--- src/rtl/load_store_unit_pkg.sv ---
// Shared types for the load/store unit: data/address words, load funct3 codes
// and access-size helpers.
package load_store_unit_pkg;

  typedef logic [31:0] data_t;
  typedef logic [31:0] addr_t;

  typedef enum logic [2:0] {
    LB  = 3'b000,
    LH  = 3'b001,
    LW  = 3'b010,
    LBU = 3'b100,
    LHU = 3'b101
  } lsu_funct3_t;

  function automatic logic [2:0] acc_size(input logic [1:0] sz);
    case (sz)
      2'b00:   acc_size = 3'd1;
      2'b01:   acc_size = 3'd2;
      default: acc_size = 3'd4;
    endcase
  endfunction

  function automatic logic [3:0] size_mask(input logic [1:0] sz);
    case (sz)
      2'b00:   size_mask = 4'b0001;
      2'b01:   size_mask = 4'b0011;
      default: size_mask = 4'b1111;
    endcase
  endfunction

endpackage

--- src/rtl/load_store_unit_load_align.sv ---
// Load data alignment: picks the addressed bytes out of a two-word window
// and sign- or zero-extends them according to funct3.
module lsu_load_align
  import load_store_unit_pkg::*;
(
  input  data_t       i_word0,
  input  data_t       i_word1,
  input  logic [1:0]  i_off,
  input  logic [2:0]  i_funct3,
  output data_t       o_data
);

  data_t w_sh;

  assign w_sh = 32'({i_word1, i_word0} >> {i_off, 3'b000});

  always_comb begin
    o_data = w_sh;
    unique case (i_funct3)
      LB:      o_data = {{24{w_sh[7]}}, w_sh[7:0]};
      LH:      o_data = {{16{w_sh[15]}}, w_sh[15:0]};
      LBU:     o_data = {24'b0, w_sh[7:0]};
      LHU:     o_data = {16'b0, w_sh[15:0]};
      default: o_data = w_sh;
    endcase
  end

endmodule

--- src/rtl/load_store_unit.sv ---
// Multicycle load/store unit on a req/ack word bus, splitting word-crossing
// accesses in two. Define LSU_MISALIGN_TRAP_EN to fault misaligned accesses.
module load_store_unit
  import load_store_unit_pkg::*;
#(
  parameter int unsigned MEM_SIZE = 1024
) (
  input  logic       clk,
  input  logic       reset,
  input  logic       req_valid,
  output logic       req_ready,
  input  logic       req_we,
  input  logic [2:0] req_funct3,
  input  addr_t      req_addr,
  input  data_t      req_wdata,
  output logic       resp_valid,
  output data_t      resp_rdata,
  output logic       resp_fault,
  output logic       mem_req,
  output logic       mem_we,
  output addr_t      mem_addr,
  output data_t      mem_wdata,
  output logic [3:0] mem_be,
  input  logic       mem_ack,
  input  data_t      mem_rdata
);

  typedef enum logic [1:0] {IDLE, ACC0, ACC1, RESP} state_t;

  state_t r_state, w_next;

  logic       r_we;
  logic [2:0] r_f3;
  addr_t      r_addr;
  data_t      r_wdata;
  data_t      r_word0;
  data_t      r_rdata;
  logic       r_fault;

  logic [2:0]  w_size;
  logic [32:0] w_end;
  logic        w_bad_f3;
  logic        w_oob;
  logic        w_mis;
  logic        w_fault;

  assign w_size = acc_size(req_funct3[1:0]);
  assign w_end  = {1'b0, req_addr} + 33'(w_size) - 33'd1;
  assign w_oob  = w_end >= 33'(MEM_SIZE);
  assign w_bad_f3 = req_we
    ? (req_funct3[2] | (&req_funct3[1:0]))
    : ((&req_funct3[1:0]) | (req_funct3[2] & req_funct3[1]));
`ifdef LSU_MISALIGN_TRAP_EN
  assign w_mis = |(req_addr[1:0] & (w_size[1:0] - 2'd1));
`else
  assign w_mis = 1'b0;
`endif
  assign w_fault = w_bad_f3 | w_oob | w_mis;

  logic [1:0]  w_off;
  logic [7:0]  w_mask8;
  logic        w_cross;
  logic [63:0] w_wide;
  addr_t       w_base;
  data_t       w_lw0;
  data_t       w_lw1;
  data_t       w_ld;

  // Byte lanes past lane 3 belong to the following word
  assign w_off   = r_addr[1:0];
  assign w_mask8 = {4'b0, size_mask(r_f3[1:0])} << w_off;
  assign w_cross = |w_mask8[7:4];
  assign w_wide  = {32'b0, r_wdata} << {w_off, 3'b000};
  assign w_base  = {r_addr[31:2], 2'b00};

  assign w_lw0 = (r_state == ACC1) ? r_word0 : mem_rdata;
  assign w_lw1 = (r_state == ACC1) ? mem_rdata : '0;

  lsu_load_align u_align (
    .i_word0  (w_lw0),
    .i_word1  (w_lw1),
    .i_off    (w_off),
    .i_funct3 (r_f3),
    .o_data   (w_ld)
  );

  always_ff @(posedge clk or negedge reset) begin
    if (!reset) r_state <= IDLE;
    else        r_state <= w_next;
  end

  always_comb begin
    w_next     = r_state;
    req_ready  = 1'b0;
    resp_valid = 1'b0;
    mem_req    = 1'b0;
    mem_we     = 1'b0;
    mem_addr   = '0;
    mem_wdata  = '0;
    mem_be     = '0;
    unique case (r_state)
      IDLE: begin
        req_ready = 1'b1;
        if (req_valid) w_next = w_fault ? RESP : ACC0;
      end
      ACC0: begin
        mem_req   = 1'b1;
        mem_we    = r_we;
        mem_addr  = w_base;
        mem_wdata = w_wide[31:0];
        mem_be    = w_mask8[3:0];
        if (mem_ack) w_next = w_cross ? ACC1 : RESP;
      end
      ACC1: begin
        mem_req   = 1'b1;
        mem_we    = r_we;
        mem_addr  = w_base + 32'd4;
        mem_wdata = w_wide[63:32];
        mem_be    = w_mask8[7:4];
        if (mem_ack) w_next = RESP;
      end
      RESP: begin
        resp_valid = 1'b1;
        w_next     = IDLE;
      end
    endcase
  end

  always_ff @(posedge clk or negedge reset) begin
    if (!reset) begin
      r_we    <= 1'b0;
      r_f3    <= '0;
      r_addr  <= '0;
      r_wdata <= '0;
      r_word0 <= '0;
      r_rdata <= '0;
      r_fault <= 1'b0;
    end else begin
      if (r_state == IDLE && req_valid) begin
        r_we    <= req_we;
        r_f3    <= req_funct3;
        r_addr  <= req_addr;
        r_wdata <= req_wdata;
        r_fault <= w_fault;
        r_rdata <= '0;
      end
      if (r_state == ACC0 && mem_ack && w_cross)
        r_word0 <= mem_rdata;
      if (mem_ack && ((r_state == ACC0 && !w_cross) || r_state == ACC1))
        r_rdata <= r_we ? '0 : w_ld;
    end
  end

  assign resp_rdata = (r_state == RESP) ? r_rdata : '0;
  assign resp_fault = (r_state == RESP) & r_fault;

endmodule

--- config.mk ---
export PLATFORM = sky130hd
export DESIGN_NAME = load_store_unit
export DESIGN_NICKNAME = d
export VERILOG_FILES = /design/src/rtl/load_store_unit_pkg.sv /design/src/rtl/load_store_unit_load_align.sv /design/src/rtl/load_store_unit.sv
export SDC_FILE = /design/constraint.sdc
export NUM_CORES = 1
export LEC_CHECK = 0
export CAP_MARGIN = 25
export CORE_MARGIN = 2
export CORE_UTILIZATION = 40
export CTS_BUF_LIST = sky130_fd_sc_hd__clkbuf_16
export CTS_CLUSTER_SIZE = 16
export DETAILED_ROUTE_END_ITERATION = 8
export GPL_TIMING_DRIVEN = 0
export MAX_ROUTING_LAYER = met4
export PLACE_DENSITY = 0.71
export SLEW_MARGIN = 25
export SYNTH_ARGS = -nofsm -noshare
export SYNTH_HDL_FRONTEND = slang
export SYNTH_SLANG_ARGS = --single-unit
--- constraint.sdc ---
create_clock -name clk -period 3.6 [get_ports clk]
set_input_delay 0.72 -clock clk [delete_from_list [all_inputs] [get_ports clk]]
set_output_delay 0.72 -clock clk [all_outputs]
set_load 0.03 [all_outputs]
# --- Yosys cells after proc, flatten, opt, wreduce, memory -nomap -nowiden ---
# Cells that the tools add are included.
word_totals:
  output_inout_bits: 105
  elab_cells: 70
  reg_bits: 135
op_classes:
  n_reduce_logical: 16
  order_cmp: 1
  bitwise: 5
  n_eq_ne: 11
  n_shift: 3
  n_addsub: 3
  n_mux: 23
op_table:
  columns: ["operator", "n"]
  rows:
  - ["$mux 32", 6]
  - ["$pmux 32 s2", 2]
  - ["$pmux 32 s4", 1]
  - ["$shl 32x5->64", 1]
  - ["$shr 64x5->32", 1]
  - ["$add 32x3->33", 1]
  - ["$ge 33x11->1 const B", 1]
  - ["$sub 33x1->33 const B", 1]
  - ["$add 32x3->32 const B", 1]
  - ["$pmux 4 s2", 2]
  - ["$mux 2", 4]
  - ["$pmux 2 s4", 1]
  - ["$shl 4x2->8", 1]
  - ["$eq 2x1->1 const B", 3]
  - ["$eq 3x3->1 const B", 2]
  - ["$logic_not 2->1", 3]
  - ["$mux 1", 6]
  - ["$ne 2x2->1 const B", 3]
  - ["$pmux 3 s2", 1]
  - ["$logic_and 1x1->1", 5]
  - ["$eq 2x2->1 const B", 2]
  - ["$reduce_or 4->1", 1]
  - ["$eq 3x1->1 const B", 1]
  - ["$logic_not 3->1", 1]
  - ["other kinds (8)", 11]

# --- Depth between registers and ports, before layout ---
# Gate-level depths: netlist of run 1.
depth:
  depth_word: 9
  mapped_depth: 16
  ltp_nobuf: 16

# --- By module ---
# Synthesis of run 1 repeated with hierarchy kept, for this count alone.
unflattened:
  cells_unflattened: 1246
  area_unflattened_um2: 11105.7
modules_own_cells:
  columns: ["module", "instances", "area_per_inst_um2", "seq_area_each_um2", "cells_per_inst"]
  rows:
  - ["load_store_unit", 1, 9985.8, 3378.2, 1145]
  - ["lsu_load_align", 1, 1119.8, 0.0, 101]

# --- Worst setup path after synthesis of run 1 ---
# OpenSTA, ideal clock, no wires.
synth_path:
  path_type: "input-to-reg"
  start: "in req_funct3[1]"
  end: "reg r_state[1]"
  path_buffers: 0
  cell_stages: 15
  path_slack_ns: 0.161
  t_arrival_ns: 3.305
  setup_ns: 0.134
  path_cell_list: "or2_2 -> ha_1 -> inv_1 -> ha_1 -> inv_1 -> fa_1 -> nand2b_1 -> a21oi_1 -> o2111ai_1 -> a21boi_0 -> o211ai_1 -> nor4_2 -> nand4_1 -> nor4_2 -> o31ai_1"
synth_between:
  elab_chain_cells: 9
synth_rtl:
  columns: ["item", "line", "source"]
  rows:
  - ["from (decl)", "load_store_unit.sv:13", "input logic [2:0] req_funct3,"]
  - ["$eq 2x1->1 or $logic_not 2->1 (tied branches)", "load_store_unit_pkg.sv:17", "case (sz)"]
  - ["$pmux 3 s2", "load_store_unit_pkg.sv:17", null]
  - ["$add 32x3->33", "load_store_unit.sv:48", "assign w_end = {1'b0, req_addr} + 33'(w_size) - 33'd1;"]
  - ["$sub 33x1->33", "load_store_unit.sv:48", null]
  - ["$ge 33x11->1", "load_store_unit.sv:49", "assign w_oob = w_end >= 33'(MEM_SIZE);"]
  - ["$or 1x1->1 *", "load_store_unit.sv:58", "assign w_fault = w_bad_f3 | w_oob | w_mis;"]
  - ["$mux 2 * (2 in series)", "load_store_unit.sv:104", "if (req_valid) w_next = w_fault ? RESP : ACC0;"]
  - ["$pmux 2 s4 *", "load_store_unit.sv:101", "unique case (r_state)"]
  - ["to (signal assigned)", "load_store_unit.sv:89", "else r_state <= w_next;"]
  - ["to (decl)", "load_store_unit.sv:30", "state_t r_state, w_next;"]
# Mark *: on every way between the ends. The rest lies on a longest branch, timed or not. The select of a mux whose other input is x is not followed.
# A chain may end at the register's enable or synchronous reset.

# --- Worst setup path after layout of run 1 ---
layout_path:
  start: "reg r_state[1]"
  end: "out mem_wdata[3]"
layout_between:
  elab_chain_cells: 2
layout_rtl:
  columns: ["item", "line", "source"]
  rows:
  - ["$eq 2x2->1 or $eq 2x1->1 (tied branches)", "load_store_unit.sv:101", null]
  - ["$pmux 32 s2 *", "load_store_unit.sv:101", null]
  - ["to (decl)", "load_store_unit.sv:22", "output data_t mem_wdata,"]
# Mark *: on every way between the ends. The rest lies on a longest branch, timed or not.

==> results of run 1 <==
-- path summary, 6_finish.rpt --
kind | start | to | slack (ps) | cells after the start
hold / removal | reset | r_rdata[30]$_DFFE_PN0P_ | 180 | 1
setup reg to reg | r_addr[1]$_DFFE_PN0P_ | r_rdata[22]$_DFFE_PN0P_ | 780 | 10
hold reg to reg | r_rdata[29]$_DFFE_PN0P_ | r_rdata[29]$_DFFE_PN0P_ | 480 | 2
min in group clk | r_rdata[29]$_DFFE_PN0P_ | r_rdata[29]$_DFFE_PN0P_ | 480 | 2
setup / recovery | r_state[1]$_DFFE_PN0P_ | mem_wdata[3] | 20 | 7
max in group asynchronous | reset | r_addr[8]$_DFFE_PN0P_ | 2640 | 2
-- registers in the layout, indices dropped and copies added (netlist names) --
signal / cells
r_we: 1
r_fault: 1
r_state: 2
r_word0: 32
r_f3: 3
r_addr: 32
r_rdata: 32
r_wdata: 32
-- power breakdown --
group / switching, uW / total [uW] / internal (uW) / leakage (uW)
combinational: 4100 / 6710 / 2610 / 0.00408
clock: 673 / 2100 / 1430 / 0.000348
sequential: 639 / 2880 / 2240 / 0.00168
-- logic make-up after synthesis --
kind of cell | Yosys count
AO/OA/AOI/OAI | 392
XOR/XNOR | 8
adder cells (fa/ha/maj) | 41
buffers and inverters | 143
flip-flops | 135
multiplexers | 141
other | 1
AND/OR/NAND/NOR | 392
-- placed cells by master, fill, tap and decap left out, types with 17 or more instances in the layout --
cell type | netlist | final
a211oi_1 | 21 | 20
a21oi_1 | 69 | 62
a22o_1 | 22 | 22
a31oi_1 | 20 | 18
and2_1 | 48 | 47
buf_2 | 19 | 26
buf_4 | 7 | 33
clkbuf_1 | 56 | 34
clkbuf_16 | 0 | 17
clkdlybuf4s50_1 | 0 | 136
dfrtp_1 | 135 | 134
dlygate4sd2_1 | 0 | 34
ha_1 | 40 | 34
inv_1 | 51 | 47
mux2_2 | 71 | 71
mux2i_1 | 62 | 62
nand2_1 | 170 | 169
nand3_1 | 19 | 17
nand4_1 | 17 | 17
nor2_1 | 52 | 47
o21ai_0 | 145 | 134
o21ai_1 | 15 | 19
-- worst register-to-register path, delay by kind of cell (launching register included) --
family	cells	cell delay [ps]
AO/OA/AOI/OAI	5	1260
flip-flops	1	360
buffers and inverters	2	510
AND/OR/NAND/NOR	3	610
-- routing by layer --
metal  track usage [%]  wire, um
met4              14.8      2100
met1              34.0     15800
met5                 -         0
met2              44.3     18200
met3              3.94      2610
-- timing repair --
| item | in CTS | in global routing |
|---|---|---|
| endpoints found under the setup margin | 68 | 51 |
| buffers inserted | 8 | 11 |
| gates resized for setup | 260 | 64 |
| pin swaps | 15 | 24 |
-- per-stage QoR --
stage / setup TNS, ps / cells / worst slack [ps]
after floorplan: 0 / 1254 / 161
after global placement: -509280 / 1795 / -3590
after detailed placement: -26590 / 1796 / -1100
after CTS: 0 / 1830 / 1.93
after global routing: -379 / 1844 / -81.5
final: 0 / 1845 / 16.4
-- cell type report --
type	instances	share of cell area [%]
clock buffer	17	2.97
clock inverter	14	1.96
timing repair buffer	226	15.0
inverter	52	1.36
multi-input combinational	976	48.9
antenna	4	0.0699
sequential	135	23.6
tap	335	2.93
buffer	86	3.20
==> impl_results.md, run 1 <==
* Most common cell on crit path: buf_4
* Leakage component of the power at 0.00611 uW
* Horiz. Die Dim at 167 um
* Sequential-to-total area share from yosys stat at 31.8%
* Post-layout min period at 3580 ps
* Number of max-cap violations at 0
* Post-synthesis compound-gate area fraction at 23.6%
* Number of cells produced by synthesis at 1,253
* Area share of fa/ha/maj cells after synthesis at 4.90%
* Number of enable-type register cells in the synthesized netlist at 0
* Total Power Consumption at 11,700 uW
* Cts-stage hold buffer count at 0
* Pin count of the biggest net entering global routing at 92
* Number of buffer and inverter stages on the critical path at 4
* Top delay family on crit path: buffers and inverters
* Number of buffers inserted during clock tree synthesis at 17
* Ordered list of cells on the worst path: buf_4 > ha_4 > buf_4 > nand2_1 > clkbuf_1 > o21ai_0 > dlygate4sd2_1
* Slowest-stage cell, CP: clkbuf_1
* Number of DRC violations after detailed routing at 0
* Cell at the root of the clock tree: clkbuf_16
* Max-slew violations at 0
* Cell types with the largest area share after synthesis: dfrtp_1, mux2_2, o21ai_0, nand2_1, mux2i_1
* Endpoint required time on the critical path at 2880 ps
* Hold slack at 185 ps
* # setup viols final at 0
* Fraction of final layout cells sized beyond drive strength 1 at 20.4%
* Final design instance area without fill at 0.0143 mm^2
* Number of global-route vias before repair at 10,700
* Area used by multi-input combinational logic at 0.00700 mm^2
* Post-synthesis to final-layout area growth at 34.9%
* Post-Syn Area at 0.0106 mm^2
* Unique cell type count in the Yosys netlist at 81
* Final Hold Violating Endpoints at 0
* Post-detailed-route via-to-cell ratio at 6.00
* Wire length per cell after detailed routing at 21.0 um
* Initial Util at 40.8%
* Number of fillers in the final layout at 2,358
* CTS max path bufs at 2
* Sequential cell area at 0.00338 mm^2
* Proportion of register bits with asynchronous set or reset after synthesis at 100%
* Worst skew pair latency at 430 ps
* Clock tree from TritonCTS: done
* Largest family of logic cells by synthesized area: compound AO/OA/AOI/OAI gates
* Total congestion overflow at 0
* Status: finished clean
* Highest Clock Rate at 0.279 GHz
* Area share of the largest cell type after synthesis at 31.8%
* Type of the tightest min-delay check: input port to asynchronous set/reset pin
* Total number of yosys warnings at 0
* Detailed Route WL at 38,700 um
* Largest stage delay on the critical path at 540 ps
* Main flop type after synthesis: dfrtp_1
* Most frequently used cell type in the post-synthesis netlist: nand2_1
* Final core utilization at 55.0%
* Die height at 167 um
* Worst-case clock skew at 6.33 ps
* Final Cycle Share at 99.5%
* Unrepaired setup endpoints after global routing: yes
* Type of destination of the critical path: output port
* Least-Margin Pin Slew at 750 ps
* Maximum VDD drop at 0.504 mV
* Number of nets in the layout at 1,639
* Total of buffers placed on input and output ports at 206
* Pwr per Cell Area at 816 mW/mm^2
* Worst slew slack as a fraction of its limit at 50.0%
* Post-synthesis average cell area at 8.48 um^2
* Highest net fanout along the worst path at 10
* Total via count after detailed routing at 11,100
* Xor-xnor portion of the synthesized cell area at 0.660%
* Worst setup path class: flop to output port
* Core Region at 0.0261 mm^2
* Setup crit start kind: flop
* Routability congestion estimate from global placement at 0.967
* Total Die Area at 0.0279 mm^2
* Htree depth at 4
* Antenna violations before repair at 3
* Count of standard-cell rows at 59
* Post-synthesis share of cell area spent on and, or, nand and nor gates at 18.3%
* DRT iter0 DRCs at 1,004
* Arrival time at the worst endpoint at 2860 ps
* Mux share of post-synthesis cell area at 15.1%
* First-pass iteration count of the detailed router at 5
* Total half-perimeter wirelength after legalization and detailed placement at 29,900 um
* I/O pin count at 209
* Top cells by instance count after synthesis: nand2_1, o21ai_0, dfrtp_1
* Clock-pin slew reported for the worst setup and hold paths after clock tree synthesis at 60 ps
* Post-synthesis sequential element count at 135
* Antenna Nets Post-Route at 0
* Cell taking the most area after synthesis: dfrtp_1
* Post-place instance area at 0.0131 mm^2
* Wire length of the first global-routing pass at 59,300 um
* Total clock sinks at 135
* Overall track demand over capacity in global routing at 27.7%
Power figures use the tool's default switching activity.
==> run 2: changes to the inputs <==
--- a/config.mk
+++ b/config.mk
@@ -5,7 +5,7 @@
 export SDC_FILE = /design/constraint.sdc
 export NUM_CORES = 1
 export LEC_CHECK = 0
-export CAP_MARGIN = 25
+export CAP_MARGIN = 20
 export CORE_MARGIN = 2
 export CORE_UTILIZATION = 40
 export CTS_BUF_LIST = sky130_fd_sc_hd__clkbuf_16
==> constraint.sdc (replaced) <==
create_clock -name clk -period 4.5 [get_ports clk]
set_input_delay 0.9 -clock clk [delete_from_list [all_inputs] [get_ports clk]]
set_output_delay 0.9 -clock clk [all_outputs]
set_load 0.03 [all_outputs]
==> run 2 against run 1 <==
Net effect:
- cell area shrank 3.0%
- via count shrank 2.6%
- highest routed layer unchanged
- sequential power is 20% lower
- global-route usage fell by 0.32 points
- total power shrank 21%
==> impl_results.md, run 2 (same netlist as run 1, synthesis figures left out) <==
* Unrepaired setup endpoints after global routing: yes
* # setup viols final at 0
* Seq pwr share at 24.9%
* Final Cycle Share at 98.1%
* Antenna violations before repair at 2
* Pwr per Cell Area at 662 mW/mm^2
* Highest Clock Rate at 0.227 GHz
* Clock tree from TritonCTS: done
* Endpoint required time on the critical path at 3600 ps
* Total Power Consumption at 9200 uW
* Wire length per cell after detailed routing at 20.7 um
* Post-layout min period at 4410 ps
* Worst-case clock skew at 7.47 ps
* Max-slew violations at 0
* DRT iter0 DRCs at 1,031
* Least-Margin Pin Slew at 830 ps
* Fraction of final layout cells sized beyond drive strength 1 at 12.7%
* Arrival time at the worst endpoint at 3510 ps
* Total congestion overflow at 0
* Total Die Area at 0.0279 mm^2
* Post-place instance area at 0.0131 mm^2
* Count of standard-cell rows at 59
* Comb pwr share at 56.7%
* Setup TNS at 0 ps
* Htree depth at 4
* Post-synthesis to final-layout area growth at 30.8%
* Clock group share of total power at 18.3%
* Horiz. Die Dim at 167 um
* Internal Pwr Total at 4990 uW
* Number of fillers in the final layout at 2,388
* Status: finished clean
* Maximum VDD drop at 0.399 mV
* Setup crit start kind: flop
* Net switching power figure at 4210 uW
* Worst setup path class: flop to output port
* Worst skew pair latency at 430 ps
* Post-detailed-route via-to-cell ratio at 5.90
* Type of destination of the critical path: output port
* Pin count of the biggest net entering global routing at 92
* Number of nets in the layout at 1,622
* Pre-CTS WS at -382 ps
* Core Region at 0.0261 mm^2
* CTS max path bufs at 2
* Initial Util at 40.8%
* Final design instance area without fill at 0.0139 mm^2
* Cell at the root of the clock tree: clkbuf_16
* Total half-perimeter wirelength after legalization and detailed placement at 29,900 um
* Wire length of the first global-routing pass at 58,400 um
* Sequential cell area at 0.00338 mm^2
* Sw Share at 45.8%
* Detailed Route WL at 37,900 um
* Type of the tightest min-delay check: input port to asynchronous set/reset pin
* Die height at 167 um
* First-pass iteration count of the detailed router at 6
* Commonest non-fill, non-tap cell in the layout: clkdlybuf4s50_1
* Overall track demand over capacity in global routing at 27.4%
* Final Hold Violating Endpoints at 0
* Most frequent cells in the layout: clkdlybuf4s50_1, nand2_1, o21ai_0
* Total via count after detailed routing at 10,800
* Total clock sinks at 135
* Number of global-route vias before repair at 10,500
* Leakage component of the power at 0.00596 uW
* Highest net fanout along the worst path at 10
* Number of buffers inserted during clock tree synthesis at 17
* Worst slew slack as a fraction of its limit at 44.3%
* Total of buffers placed on input and output ports at 206
* Number of max-cap violations at 0
* Hold slack at 362 ps
* Area used by multi-input combinational logic at 0.00668 mm^2
* Routability congestion estimate from global placement at 0.967
* I/O pin count at 209
* Number of DRC violations after detailed routing at 0
* Antenna Nets Post-Route at 0
* Worst Setup Slack, final at 86.2 ps
* Post-CTS setup-driven buffer insertion count at 0
* Clock-pin slew reported for the worst setup and hold paths after clock tree synthesis at 60 ps
==> run 2: cell count changes in the layout (fill, tap and decap cells not counted), moves of 7 or more <==
| cell | before | now |
|---|---|---|
| o21ai_2 | 10 | 3 |
| dlygate4sd2_1 | 34 | 10 |
| clkbuf_2 | 13 | 6 |
| buf_4 | 33 | 8 |
| dlymetal6s2s_1 | 2 | 11 |
| clkdlybuf4s50_1 | 136 | 182 |
| o21ai_0 | 134 | 142 |
| clkbuf_1 | 34 | 48 |
| clkdlybuf4s15_2 | 11 | 0 |
==> run 2: timing repair <==
item                       in CTS  in global routing
setup endpoints to repair      38                 38
resized for setup              21                 28
hold buffers                    0                  0
==> run 2: stage by stage <==
| step | utilization (%) | cells |
|---|---|---|
| after floorplan | - | 1254 |
| after global placement | 50.3 | 1795 |
| after detailed placement | 50.4 | 1796 |
| after CTS | 53.1 | 1827 |
| after global routing | 53.3 | 1826 |
| final | 53.3 | 1826 |
==> run 2: metal layers <==
layer	GRT usage, %	vias up	share of wire [%]
li1	-	4997	-
met1	34.1	5164	41
met2	43.9	490	47
met3	3.49	124	6.6
met4	14.0	0	5.0
met5	-	-	0
==> run 2: final cells by class <==
cell class | instances | area share, %
diodes | 2 | 0.0360
plain buffers | 88 | 2.94
clock buffers | 17 | 3.06
clock inverters | 14 | 2.02
inverters | 52 | 1.41
multi-input cells | 976 | 48.1
flip-flops and latches | 135 | 24.3
well taps | 335 | 3.02
repair buffers | 207 | 15.1
==> run 2: final timing paths <==
| path | from | to | slack, ps | cells past startpoint |
|---|---|---|---|---|
| setup / recovery | r_state[0]$_DFFE_PN0P_ | mem_be[1] | 90 | 9 |
| max in group asynchronous | reset | r_wdata[27]$_DFFE_PN0P_ | 3380 | 2 |
| setup reg to reg | r_state[0]$_DFFE_PN0P_ | r_rdata[22]$_DFFE_PN0P_ | 1460 | 11 |
| hold reg to reg | r_rdata[29]$_DFFE_PN0P_ | r_rdata[29]$_DFFE_PN0P_ | 480 | 2 |
| hold / removal | reset | r_rdata[26]$_DFFE_PN0P_ | 360 | 1 |
| min in group clk | r_rdata[29]$_DFFE_PN0P_ | r_rdata[29]$_DFFE_PN0P_ | 480 | 2 |
==> run 2: power by group through the flow <==
stage	clock, uW	combinational [uW]	sequential (uW)
final	1690	5220	2290
after global routing	1750	5580	2360
after CTS	1700	5170	2260
after detailed placement	0	5170	2280
after global placement	0	5090	2260
after floorplan	0	3430	2130
==> run 2: critical path, stage by stage (launching register included) <==
cell and delay, ps:
dfrtp_1 400, inv_1 130, ha_1 320, buf_2 270, buf_4 280, and2_1 200
clkbuf_2 250, nand3_1 140, a21oi_1 360, clkdlybuf4s50_1 740
